`config.mk`:
```
export PLATFORM = sky130hd
export DESIGN_NAME = cic_integ_decim
export DESIGN_NICKNAME = d
export VERILOG_FILES = /design/src/rtl/cic_pkg.sv /design/src/rtl/cic_integrator.sv /design/src/rtl/cic_integ_decim.sv
export SDC_FILE = /design/constraint.sdc
export NUM_CORES = 1
export LEC_CHECK = 0
export CAP_MARGIN = 20
export CORE_MARGIN = 2
export CORE_UTILIZATION = 56
export CTS_CLUSTER_DIAMETER = 100
export DETAILED_ROUTE_END_ITERATION = 8
export GPL_TIMING_DRIVEN = 0
export PLACE_DENSITY = 0.86
export RECOVER_POWER = 50
export SYNTH_ARGS = -nofsm -noshare
export SYNTH_HDL_FRONTEND = slang
export SYNTH_SLANG_ARGS = --single-unit
```
`constraint.sdc`:
```
create_clock -name clk -period 2.8 [get_ports clk]
set_clock_uncertainty 0.05 [all_clocks]
set_input_delay 0.56 -clock clk [delete_from_list [all_inputs] [get_ports clk]]
set_output_delay 0.56 -clock clk [all_outputs]
set_load 0.02 [all_outputs]
```
`src/rtl/cic_pkg.sv`:
```
// Shared CIC constants, width helper and accumulator type used by the
// integrator/decimator and by the downstream comb section.
package cic_pkg;

  localparam int CIC_N  = 3;
  localparam int CIC_R  = 256;
  localparam int CIC_IW = 13;

  // Bit growth of an N-stage CIC decimating by r: iw + n*log2(r).
  function automatic int cic_ow(input int iw, input int n, input int r);
    return iw + n * $clog2(r);
  endfunction

  typedef logic signed [36:0] cic_acc_t;

endpackage

```
`src/rtl/cic_integrator.sv`:
```
// Single wrap-around integrator stage: q accumulates d on every enabled clock.
module cic_integrator #(
  parameter int W = 37
) (
  input  logic                clk,
  input  logic                rst,
  input  logic                en,
  input  logic signed [W-1:0] d,
  output logic signed [W-1:0] q
);

  logic signed [W-1:0] acc_reg;

  // Overflow wraps silently; the comb differentiators cancel it.
  always_ff @(posedge clk) begin
    if (rst)
      acc_reg <= '0;
    else if (en)
      acc_reg <= acc_reg + d;
  end

  assign q = acc_reg;

endmodule

```
`src/rtl/cic_integ_decim.sv`:
```
// CIC integrator cascade followed by decimate-by-R; emits one ND strobe
// with the retained integrator value every R enabled input samples.
module cic_integ_decim
  import cic_pkg::*;
#(
  parameter  int IW = CIC_IW,
  parameter  int R  = CIC_R,
  parameter  int N  = CIC_N,
  localparam int OW = cic_ow(IW, N, R)
) (
  input  logic                 clk,
  input  logic                 rst,
  input  logic                 En,
  input  logic signed [IW-1:0] Xin,
  output logic signed [OW-1:0] Yout,
  output logic                 ND
);

  localparam int CW = $clog2(R);

  if (N != 3) begin : g_bad_n
    $error("cic_integ_decim: N must be 3");
  end
  if (R < 2 || (R & (R - 1)) != 0) begin : g_bad_r
    $error("cic_integ_decim: R must be a power of two >= 2");
  end

  logic signed [OW-1:0] x_reg;
  logic        [CW-1:0] cnt_reg;
  logic signed [OW-1:0] yout_reg;
  logic                 nd_reg;
  logic signed [OW-1:0] stage_q [0:N];

  assign stage_q[0] = x_reg;

  // Each stage integrates the pre-edge output of the one before it.
  for (genvar gi = 0; gi < N; gi++) begin : g_integ
    cic_integrator #(.W(OW)) u_integ (
      .clk (clk),
      .rst (rst),
      .en  (En),
      .d   (stage_q[gi]),
      .q   (stage_q[gi+1])
    );
  end

  // cnt wraps from R-1 to 0 by itself because R is a power of two.
  always_ff @(posedge clk) begin
    if (rst) begin
      x_reg    <= '0;
      cnt_reg  <= '0;
      yout_reg <= '0;
      nd_reg   <= 1'b0;
    end else begin
      nd_reg <= 1'b0;
      if (En) begin
        x_reg   <= {{(OW-IW){Xin[IW-1]}}, Xin};
        cnt_reg <= cnt_reg + 1'b1;
        if (cnt_reg == CW'(R - 1)) begin
          yout_reg <= stage_q[N];
          nd_reg   <= 1'b1;
        end
      end
    end
  end

  assign Yout = yout_reg;
  assign ND   = nd_reg;

endmodule

```
==> impl_metrics.yaml, run 1 <==
global_route:
  grt_util_met2_pct: 54.4
  grt_pass1_wl_mm: 57.7
  grt.busiest_layer: "met2"
  grt_pass1_vias: 11600
  global_route.overflow_total: 0
  met3_usage_pct: 4.52
  track_usage_pct: 31.9
  grt_max_degree: 17
  antenna_found_initial: 0
  met1_usage_pct: 40.3
route:
  drt_iter0_markers: 1126
  wl_mm: 39.8
  via_per_inst: 6.52
  drc: 0
  drtPass1Iterations: 6
  avgRoutedWirePerCell_um: 20.4
  postRouteAntennaNets: 0
  via_count: 12700
critical_path:
  cp_cell_sequence: "buf_12, ha_4, buf_6, a21o_1, a21o_1, a21oi_2, o22ai_2, o21ai_2, a31oi_2, nand4_1, buf_4, a2111oi_1, or4_1"
  cpPeakStageDelay_ps: 500
  cp_data_arrival_time_ps: 3330
  cp_max_fo: 6
  cp.required_ps: 3070
  reg2reg_from: "x_reg[12]$_SDFFE_PP0P_"
  cpMaxStageDelayCell: "or4_1"
  critical_path_class: "reg2reg"
  crit_family: "compound AO/OA/AOI/OAI gates"
  ff2ff_path_depth: 13
  rrSetupSlack_ps: -260
  timing.critical_path.buf_inv: 3
  critPathCaptureType: "flop"
  cpMostUsedCell: "a21o_1"
  reg2reg_to: "g_integ[0].u_integ.q[34]$_SDFFE_PP0P_"
  worst_setup_path_start_kind: "flop"
logic_synthesis:
  ys_types: 90
  syn_area_per_cell_um2: 7.89
  synth_top_cell_by_area: "dfxtp_1"
  synth-async-reset-ratio_pct: 0
  synthTopCellsByArea: "dfxtp_1 28%, ha_1 11%, a21oi_1 6.2%, nand2_1 6.0%, a21o_1 4.6%"
  synthCells: 1526
  ys_seq_area_share_pct: 28.3
  yosys_register_bits: 170
  yosys_warnings: 0
  synth_top_area_share_pct: 28.3
  syn_nets: 1654
  syn-cell-area_um2: 12000
  synth_enable_flop_cells: 0
  synth_ff_type: "dfxtp_1"
placement:
  place_area_um2: 12900
  place_ws_ps: -892
  portBuffers: 53
  gp_congestion: 0.963
  dpl.cell_count: 1854
  post-dp-hpwl_mm: 25.5
floorplan:
  initial_utilization_pct: 57.1
  die_area_um2: 22700
  io_pins: 54
  die_y_um: 151
  fp.dieW_um: 151
  core_area_um2: 21100
  rows: 53
power:
  ir_drop_v: 0.000375
  powerDensity_nw_per_um2: 440
  leakage_nw: 6.59
  totalPowerFinal_mw: 6.62
final_layout:
  multi_input_comb_area_um2: 9060
  largest_reg_flops: 111
  fin_cells: 1951
  layout.nets: 1791
  design_area_um2: 15000
  fillers: 1501
  utilization_pct: 71.3
  seqCellArea_um2: 3440
  layout-drive-gt1-share_pct: 18.2
  area_growth_pct: 24.9
  antennaDiodeCount: 0
clock_tree:
  cts-root-buf: "clkbuf_16"
  clock_latency_ps: 450
  htreeDepth: 4
  cts_buffer_depth: 2
  numCtsBuffers: 17
  cts_tree: "built"
  clock-sinks: 170
  hold_buffers: 0
  clkTransAtPathRegs_ps: 80
sta:
  slew_headroom_pct: 36.6
  rsz0062_at_grt: "true"
  post-route-min-period_ps: 3060
  finalMaxSlewViolations: 0
  setup_viol: 66
  worst_pin_slew_ps: 950
  setup_slack_ps: -264
  hold_viol: 0
  fmax_ghz: 0.326
  finalCritPeriodShare_pct: 109
flow_run:
  maxCapViolCount: 0
worst_hold_path:
  min-delay-start: "Yout[25]$_SDFFE_PP0P_"
  worst_hold_path.endpoint: "Yout[25]$_SDFFE_PP0P_"
  hold-path-cell-count: 2
  hold_path.class: "reg2reg"
outcome:
  status: "finished, violations left"
  violations: "negative setup slack"
stage by stage:
step | TNS [ps] | hold WS (ps)
floorplan | 0 | 392
global placement | -64500 | 393
detailed placement | -65170 | 397
CTS | -276 | 406
global route | -6490 | 416
finish | -5820 | 400
cell usage in the layout (no fill, tap or decap), types with 8 or more instances in the layout:
| cell | netlist | layout |
|---|---|---|
| a211oi_1 | 29 | 22 |
| a211oi_2 | 3 | 8 |
| a21o_1 | 74 | 74 |
| a21oi_1 | 149 | 129 |
| a21oi_2 | 7 | 23 |
| a31oi_1 | 15 | 11 |
| and3_1 | 14 | 14 |
| buf_1 | 14 | 10 |
| buf_4 | 0 | 65 |
| buf_6 | 1 | 11 |
| clkbuf_1 | 61 | 49 |
| clkbuf_16 | 0 | 17 |
| clkbuf_2 | 1 | 8 |
| clkdlybuf4s50_1 | 0 | 14 |
| dfxtp_1 | 170 | 152 |
| dfxtp_2 | 0 | 13 |
| dlygate4sd3_1 | 0 | 39 |
| ha_1 | 109 | 71 |
| ha_2 | 0 | 13 |
| ha_4 | 0 | 25 |
| inv_1 | 32 | 30 |
| mux2i_1 | 50 | 50 |
| nand2_1 | 192 | 188 |
| nand3_1 | 33 | 29 |
| nand4_1 | 30 | 30 |
| nor2_1 | 144 | 136 |
| nor2_2 | 1 | 8 |
| nor2b_1 | 8 | 8 |
| nor3_1 | 26 | 21 |
| o21a_1 | 12 | 11 |
| o21ai_0 | 87 | 69 |
| o21ai_1 | 13 | 17 |
| o21ai_2 | 1 | 13 |
| o21bai_1 | 15 | 15 |
| xnor2_1 | 38 | 38 |
| xor2_1 | 45 | 45 |
layer usage:
layer	part of all wire (%)	routed length [um]	vias up
met1	39	15600	5867
met3	9.1	3630	221
met2	46	18500	773
li1	-	-	5852
met4	5.2	2080	0
met5	0	0	-
worst max path at each step:
stage                     depth (start not counted)  slack (ps)                                    end                             startpoint
after floorplan                                  11          20  g_integ[1].u_integ.q[34]$_SDFFE_PP0P_   g_integ[0].u_integ.q[0]$_SDFFE_PP0P_
after global placement                            6        -860   g_integ[2].u_integ.q[2]$_SDFFE_PP0P_                                     En
after detailed placement                          6        -890   g_integ[1].u_integ.q[8]$_SDFFE_PP0P_                                     En
after CTS                                        12        -100  g_integ[1].u_integ.q[35]$_SDFFE_PP0P_  g_integ[1].u_integ.q[10]$_SDFFE_PP0P_
after global routing                             13        -320  g_integ[0].u_integ.q[34]$_SDFFE_PP0P_                 x_reg[12]$_SDFFE_PP0P_
final                                            13        -260  g_integ[0].u_integ.q[34]$_SDFFE_PP0P_                 x_reg[12]$_SDFFE_PP0P_
worst min-delay path, stage by stage (launching register included):
cell and delay (ps):
dfxtp_1 310, nand2_1 50, a21oi_1 50
cell usage after synthesis (all sizes together), types with 30 or more instances:
library cell,number
a21o,74
clkbuf,62
xor2,45
inv,32
o21ai,101
nand4,30
ha,109
nor2,145
a211oi,32
dfxtp,170
a21oi,156
mux2i,50
nand3,34
xnor2,38
nand2,194
logic make-up after synthesis:
logic type | after synthesis | synth area share, %
multiplexers | 53 | 4.47
buffers and inverters | 119 | 3.88
AO/OA/AOI/OAI | 484 | 26.3
flip-flops | 170 | 28.3
AND/OR/NAND/NOR | 505 | 19.2
XOR/XNOR | 83 | 6.04
adder cells (fa/ha/maj) | 112 | 11.8
where the power goes:
group	total [mW]	switching, mW	internal, mW	leakage [nW]
logic	1.50	0.901	0.600	4.91
clock network	2.41	1.13	1.28	0.287
registers	2.71	0.171	2.54	1.39
total	6.62	2.20	4.42	6.59
timing repair:
| item | CTS | global route |
|---|---|---|
| setup endpoints to repair | 61 | 46 |
| gates resized for setup | 112 | 127 |
| pin swaps | 47 | 65 |
| setup buffers | 40 | 39 |
area by class of cell:
| type | count | share of cell area [%] |
|---|---|---|
| multi-input cells | 1237 | 60.3 |
| flip-flops and latches | 170 | 22.9 |
| repair buffers | 127 | 7.65 |
| clock buffers | 19 | 2.95 |
| well taps | 275 | 2.29 |
| plain buffers | 77 | 2.26 |
| clock inverters | 13 | 0.882 |
| inverters | 33 | 0.824 |
Power figures use the tool's default switching activity.
==> inputs of run 2 (changes only) <==
Settings changed: ABC_AREA from default to 1, CORE_UTILIZATION 56 to 57.
==> run 2 against run 1 <==
The run now ends clean; power grew 12%; register-to-register slack better by 460 ps; combinational power increased by 36%; global-route usage is 0.96 points higher; critical path depth shrank 6; synthesized cell count up 57%; design area up 2.0%; via count grew 19%; wire length grew 6.3%; area after synthesis is 15% higher.
==> impl_metrics.yaml, run 2 <==
final_layout:
  area_growth_pct: 11.1
  layout.cells.most_common: "nand2_1"
  layout-drive-gt1-share_pct: 1.77
  layout_common_cells: "658 x nand2_1, 420 x inv_1, 409 x nor2_1"
  layout.nets: 2597
  utilization_pct: 65.0
  fillers: 2241
  largest_reg_flops: 111
  antennaDiodeCount: 0
flow_run:
  maxCapViolCount: 0
outcome:
  status: "completed"
placement:
  portBuffers: 52
  gp_congestion: 1.01
  post-dp-hpwl_mm: 34.1
global_route:
  track_usage_pct: 32.9
  grt_max_degree: 27
  grt_pass1_wl_mm: 67.2
  antenna_found_initial: 0
  global_route.overflow_total: 0
  grt_pass1_vias: 13600
critical_path:
  cp_max_fo: 10
  cp_data_arrival_time_ps: 2920
  worst_setup_path_start_kind: "primary input"
  cp.required_ps: 3070
  critPathCaptureType: "flop"
  critical_path_class: "in2reg"
logic_synthesis:
  synthTopCellsByArea: "dfxtp_1 25%, nand2_1 18%, inv_1 11%, nor2_1 11%, ha_1 9.9%"
  synth.most_common_cell: "nand2_1"
  synth_common_cells: "658 x nand2_1, 420 x inv_1, 408 x nor2_1"
  synth-async-reset-ratio_pct: 0
  ys_types: 27
  yosys_warnings: 0
  syn-cell-area_um2: 13800
  synth_top_area_share_pct: 24.7
  synth_top_cell_by_area: "dfxtp_1"
  yosys_register_bits: 170
  synth_ff_type: "dfxtp_1"
  syn_nets: 2526
  synth_enable_flop_cells: 0
  synthCells: 2398
  syn_area_per_cell_um2: 5.76
  ys_seq_area_share_pct: 24.7
route:
  drc: 0
  via_count: 15100
  drtPass1Iterations: 8
  postRouteAntennaNets: 0
  avgRoutedWirePerCell_um: 15.1
  wl_mm: 42.3
  via_per_inst: 5.39
  drt_iter0_markers: 1271
sta:
  worst_pin_slew_ps: 812
  setup_viol: 0
  hold_viol: 0
  fmax_ghz: 0.378
  slew_headroom_pct: 45.9
  finalCritPeriodShare_pct: 94.4
  rsz0062_at_grt: "false"
  tns_ps: 0
  finalMaxSlewViolations: 0
  post-route-min-period_ps: 2640
clock_tree:
  cts-root-buf: "clkbuf_16"
  cts_setup_buffers: 0
  cts_tree: "built"
  htreeDepth: 4
  clock_latency_ps: 440
  clkTransAtPathRegs_ps: 70
  cts-resized-gates: 1
  cts_buffer_depth: 2
  numCtsBuffers: 17
  clock-sinks: 170
  hold_buffers: 0
floorplan:
  initial_utilization_pct: 58.5
  io_pins: 54
  rows: 56
  core_area_um2: 23600
  die_area_um2: 25500
  die_y_um: 160
  fp.dieW_um: 160
power:
  ir_drop_v: 0.000339
  leakage_nw: 8.97
  powerDensity_nw_per_um2: 483
worst_hold_path:
  hold_path.class: "reg2reg"
-- run 2: power breakdown --
| part | switching, mW | internal (mW) |
|---|---|---|
| registers | 0.228 | 2.59 |
| clock network | 1.18 | 1.37 |
| logic | 1.33 | 0.711 |
| total | 2.74 | 4.67 |
-- run 2: routing by layer --
metal,share of wire (%),track usage (%),up-vias
li1,-,-,7634
met1,43,42.2,6821
met2,45,54.8,565
met3,8.9,6.75,88
met4,3.1,11.7,0
met5,0,0,-
-- run 2: path summary, 6_finish.rpt --
| path | start | endpoint | slack, ps | depth (start not counted) |
|---|---|---|---|---|
| setup / recovery | En | g_integ[0].u_integ.q[16]$_SDFFE_PP0P_ | 160 | 7 |
| hold / removal | cnt_reg[3]$_SDFFE_PP0P_ | cnt_reg[3]$_SDFFE_PP0P_ | 430 | 2 |
| setup reg to reg | g_integ[1].u_integ.q[0]$_SDFFE_PP0P_ | g_integ[2].u_integ.q[32]$_SDFFE_PP0P_ | 200 | 14 |
| hold reg to reg | cnt_reg[3]$_SDFFE_PP0P_ | cnt_reg[3]$_SDFFE_PP0P_ | 430 | 2 |
-- run 2: cells by family after synthesis --
family / count (synthesis) / synth area share, %
simple gates: 1257 / 36.1
fa+ha+maj: 112 / 10.3
buf+inv: 474 / 13.1
flops: 170 / 24.7
compound gates: 331 / 12.4
xor+xnor: 54 / 3.43
-- run 2: worst max-delay path, stage by stage --
cell,delay (ps)
dlygate4sd3_1,690
buf_2,280
buf_2,320
clkbuf_1,650
nand3_1,210
o211ai_1,140
inv_1,50
-- run 2: final cells by class --
type | instances | area [um^2] | share of cell area (%)
Buffer | 53 | 221 | 1.44
Clock buffer | 17 | 425 | 2.77
Clock inverter | 15 | 198 | 1.29
Inverter | 421 | 1580 | 10.3
Multi-Input combinational cell | 1754 | 8590 | 56.0
Sequential cell | 170 | 3400 | 22.2
Tap cell | 319 | 399 | 2.60
Timing Repair Buffer | 52 | 520 | 3.39
-- run 2: through the flow --
step / area (um^2) / total power [mW] / setup slack (ps) / std cells / hold slack [ps]
after floorplan: 13800 / 4.29 / 624 / 2398 / 398
after global placement: 14700 / 4.78 / -217 / 2769 / 420
after detailed placement: 14700 / 4.85 / -203 / 2769 / 425
after CTS: 15300 / 7.36 / 234 / 2801 / 432
after global routing: 15300 / 7.79 / 36.7 / 2801 / 449
final: 15300 / 7.41 / 158 / 2801 / 430
==> inputs of run 3 (changes only) <==
Settings changed: CORE_UTILIZATION 57 to 42, CTS_BUF_LIST from default to sky130_fd_sc_hd__clkbuf_4 sky130_fd_sc_hd__clkbuf_8, PLACE_DENSITY 0.86 to 0.69, SKIP_CTS_REPAIR_TIMING from default to 1.
==> run 3 against run 2 <==
Via count is 3.9% lower; sequential share of layout area hardly changed; clock power is 22% lower; global-route usage is 6.6 points lower; utilization is 18 points lower; clock-buffer cell count is 1 higher; sequential cell count stayed put; largest cell class unchanged.
==> impl_metrics.yaml, run 3 (same netlist as run 2, synthesis figures left out) <==
floorplan:
  die_area_um2: 34300
  rows: 66
  io_pins: 54
  die_y_um: 185
  fp.dieW_um: 185
  initial_utilization_pct: 42.5
  core_area_um2: 32500
route:
  wl_mm: 43.5
  via_per_inst: 4.97
  highest_layer: "met4"
  via_count: 14500
  avgRoutedWirePerCell_um: 14.9
  drtPass1Iterations: 6
  drc: 0
  postRouteAntennaNets: 0
  drt-met1-wl_mm: 20.5
  wl_met2_mm: 19.5
  drt_iter0_markers: 1029
  route.met3.wl_mm: 2.29
flow_run:
  maxCapViolCount: 0
clock_tree:
  clock-sinks: 170
  numCtsBuffers: 17
  htreeDepth: 4
  clock_latency_ps: 520
  cts-root-buf: "clkbuf_8"
  cts_buffer_depth: 2
  cts_tree: "built"
  clkTransAtPathRegs_ps: 110
global_route:
  global_route.overflow_total: 0
  grt_max_degree: 27
  antenna_found_initial: 0
  track_usage_pct: 26.2
  grt_pass1_wl_mm: 69.9
  grt_pass1_vias: 13700
critical_path:
  timing.critical_path.buf_inv: 5
  critical_path_class: "in2reg"
  cp_cell_sequence: "dlygate4sd3_1, buf_2, buf_2, clkbuf_1, nand3_1, o211ai_1, inv_1"
  cpPeakStageDelay_ps: 740
  cpMostUsedCell: "buf_2"
  critPathCaptureType: "flop"
  worst_setup_path_start_kind: "primary input"
  cpMaxStageDelayCell: "dlygate4sd3_1"
  crit_family: "buffers and inverters"
  cp.required_ps: 3150
  cp_data_arrival_time_ps: 2980
  cp_max_fo: 10
placement:
  dpl.cell_count: 2892
  post-dp-hpwl_mm: 35.8
  place_area_um2: 14900
  portBuffers: 52
  gp_congestion: 0.972
sta:
  slew_headroom_pct: 39.1
  hold_viol: 0
  rsz0062_at_grt: "false"
  post-route-min-period_ps: 2630
  fmax_ghz: 0.380
  worst_pin_slew_ps: 914
  tns_ps: 0
  finalCritPeriodShare_pct: 93.9
  setup_viol: 0
  finalMaxSlewViolations: 0
outcome:
  status: "completed"
worst_hold_path:
  hold_path.class: "reg2reg"
final_layout:
  layout_common_cells: "658 x nand2_1, 420 x inv_1, 409 x nor2_1"
  layout.cells.most_common: "nand2_1"
  fin_cells: 2925
  layout-drive-gt1-share_pct: 1.81
  antennaDiodeCount: 0
  fillers: 3431
  area_growth_pct: 11.1
  design_area_um2: 15300
  largest_reg_flops: 111
  layout.nets: 2598
power:
  leakage_nw: 8.89
  powerDensity_nw_per_um2: 446
  ir_drop_v: 0.000315
==> run 3: cell type report <==
type / count / area (um^2) / share of cell area [%]
inverter: 421 / 1580 / 10.3
tap: 442 / 553 / 3.61
clock inverter: 14 / 181 / 1.18
sequential: 170 / 3400 / 22.2
multi-input combinational: 1754 / 8590 / 56.0
clock buffer: 18 / 248 / 1.62
timing repair buffer: 53 / 548 / 3.58
buffer: 53 / 225 / 1.47
==> run 3: worst reg2reg max path: cells and delay by family (launching register included) <==
family	cells	cell delay, ps
buffers and inverters	1	40
adders and majority gates	2	770
and+or+nand+nor	11	1210
DFF	1	340
==> run 3: power by group <==
part	switching (mW)	leakage, nW	internal [mW]
clock	1.06	0.209	0.926
combinational	1.32	7.28	0.715
sequential	0.224	1.40	2.59
total	2.61	8.89	4.23
==> run 3: worst paths after layout <==
path | from | to | slack, ps | depth (start not counted)
worst max-delay path | En | g_integ[0].u_integ.q[16]$_SDFFE_PP0P_ | 170 | 7
worst min-delay path | cnt_reg[3]$_SDFFE_PP0P_ | cnt_reg[3]$_SDFFE_PP0P_ | 440 | 2
worst max register to register | g_integ[0].u_integ.q[0]$_SDFFE_PP0P_ | g_integ[0].u_integ.q[32]$_SDFFE_PP0P_ | 300 | 14
worst min register to register | cnt_reg[3]$_SDFFE_PP0P_ | cnt_reg[3]$_SDFFE_PP0P_ | 440 | 2
==> run 3: through the flow <==
step                      utilization [%]  hold slack, ps  power [mW]  setup WS, ps
final                                47.2             440        6.84           171
after global placement               45.8             426        4.83          -270
after floorplan                         -             398        4.29           624
after CTS                            47.2             446        6.84          -206
after detailed placement             45.8             432        4.86          -254
after global routing                 47.2             461        7.28          49.8
==> run 3: per-layer routing <==
metal  vias to the layer above  global-route usage, %
met2                       378                   43.1
met4                         0                   9.62
li1                       7598                      -
met3                        63                   3.46
met1                      6487                   35.1
met5                         -                      0
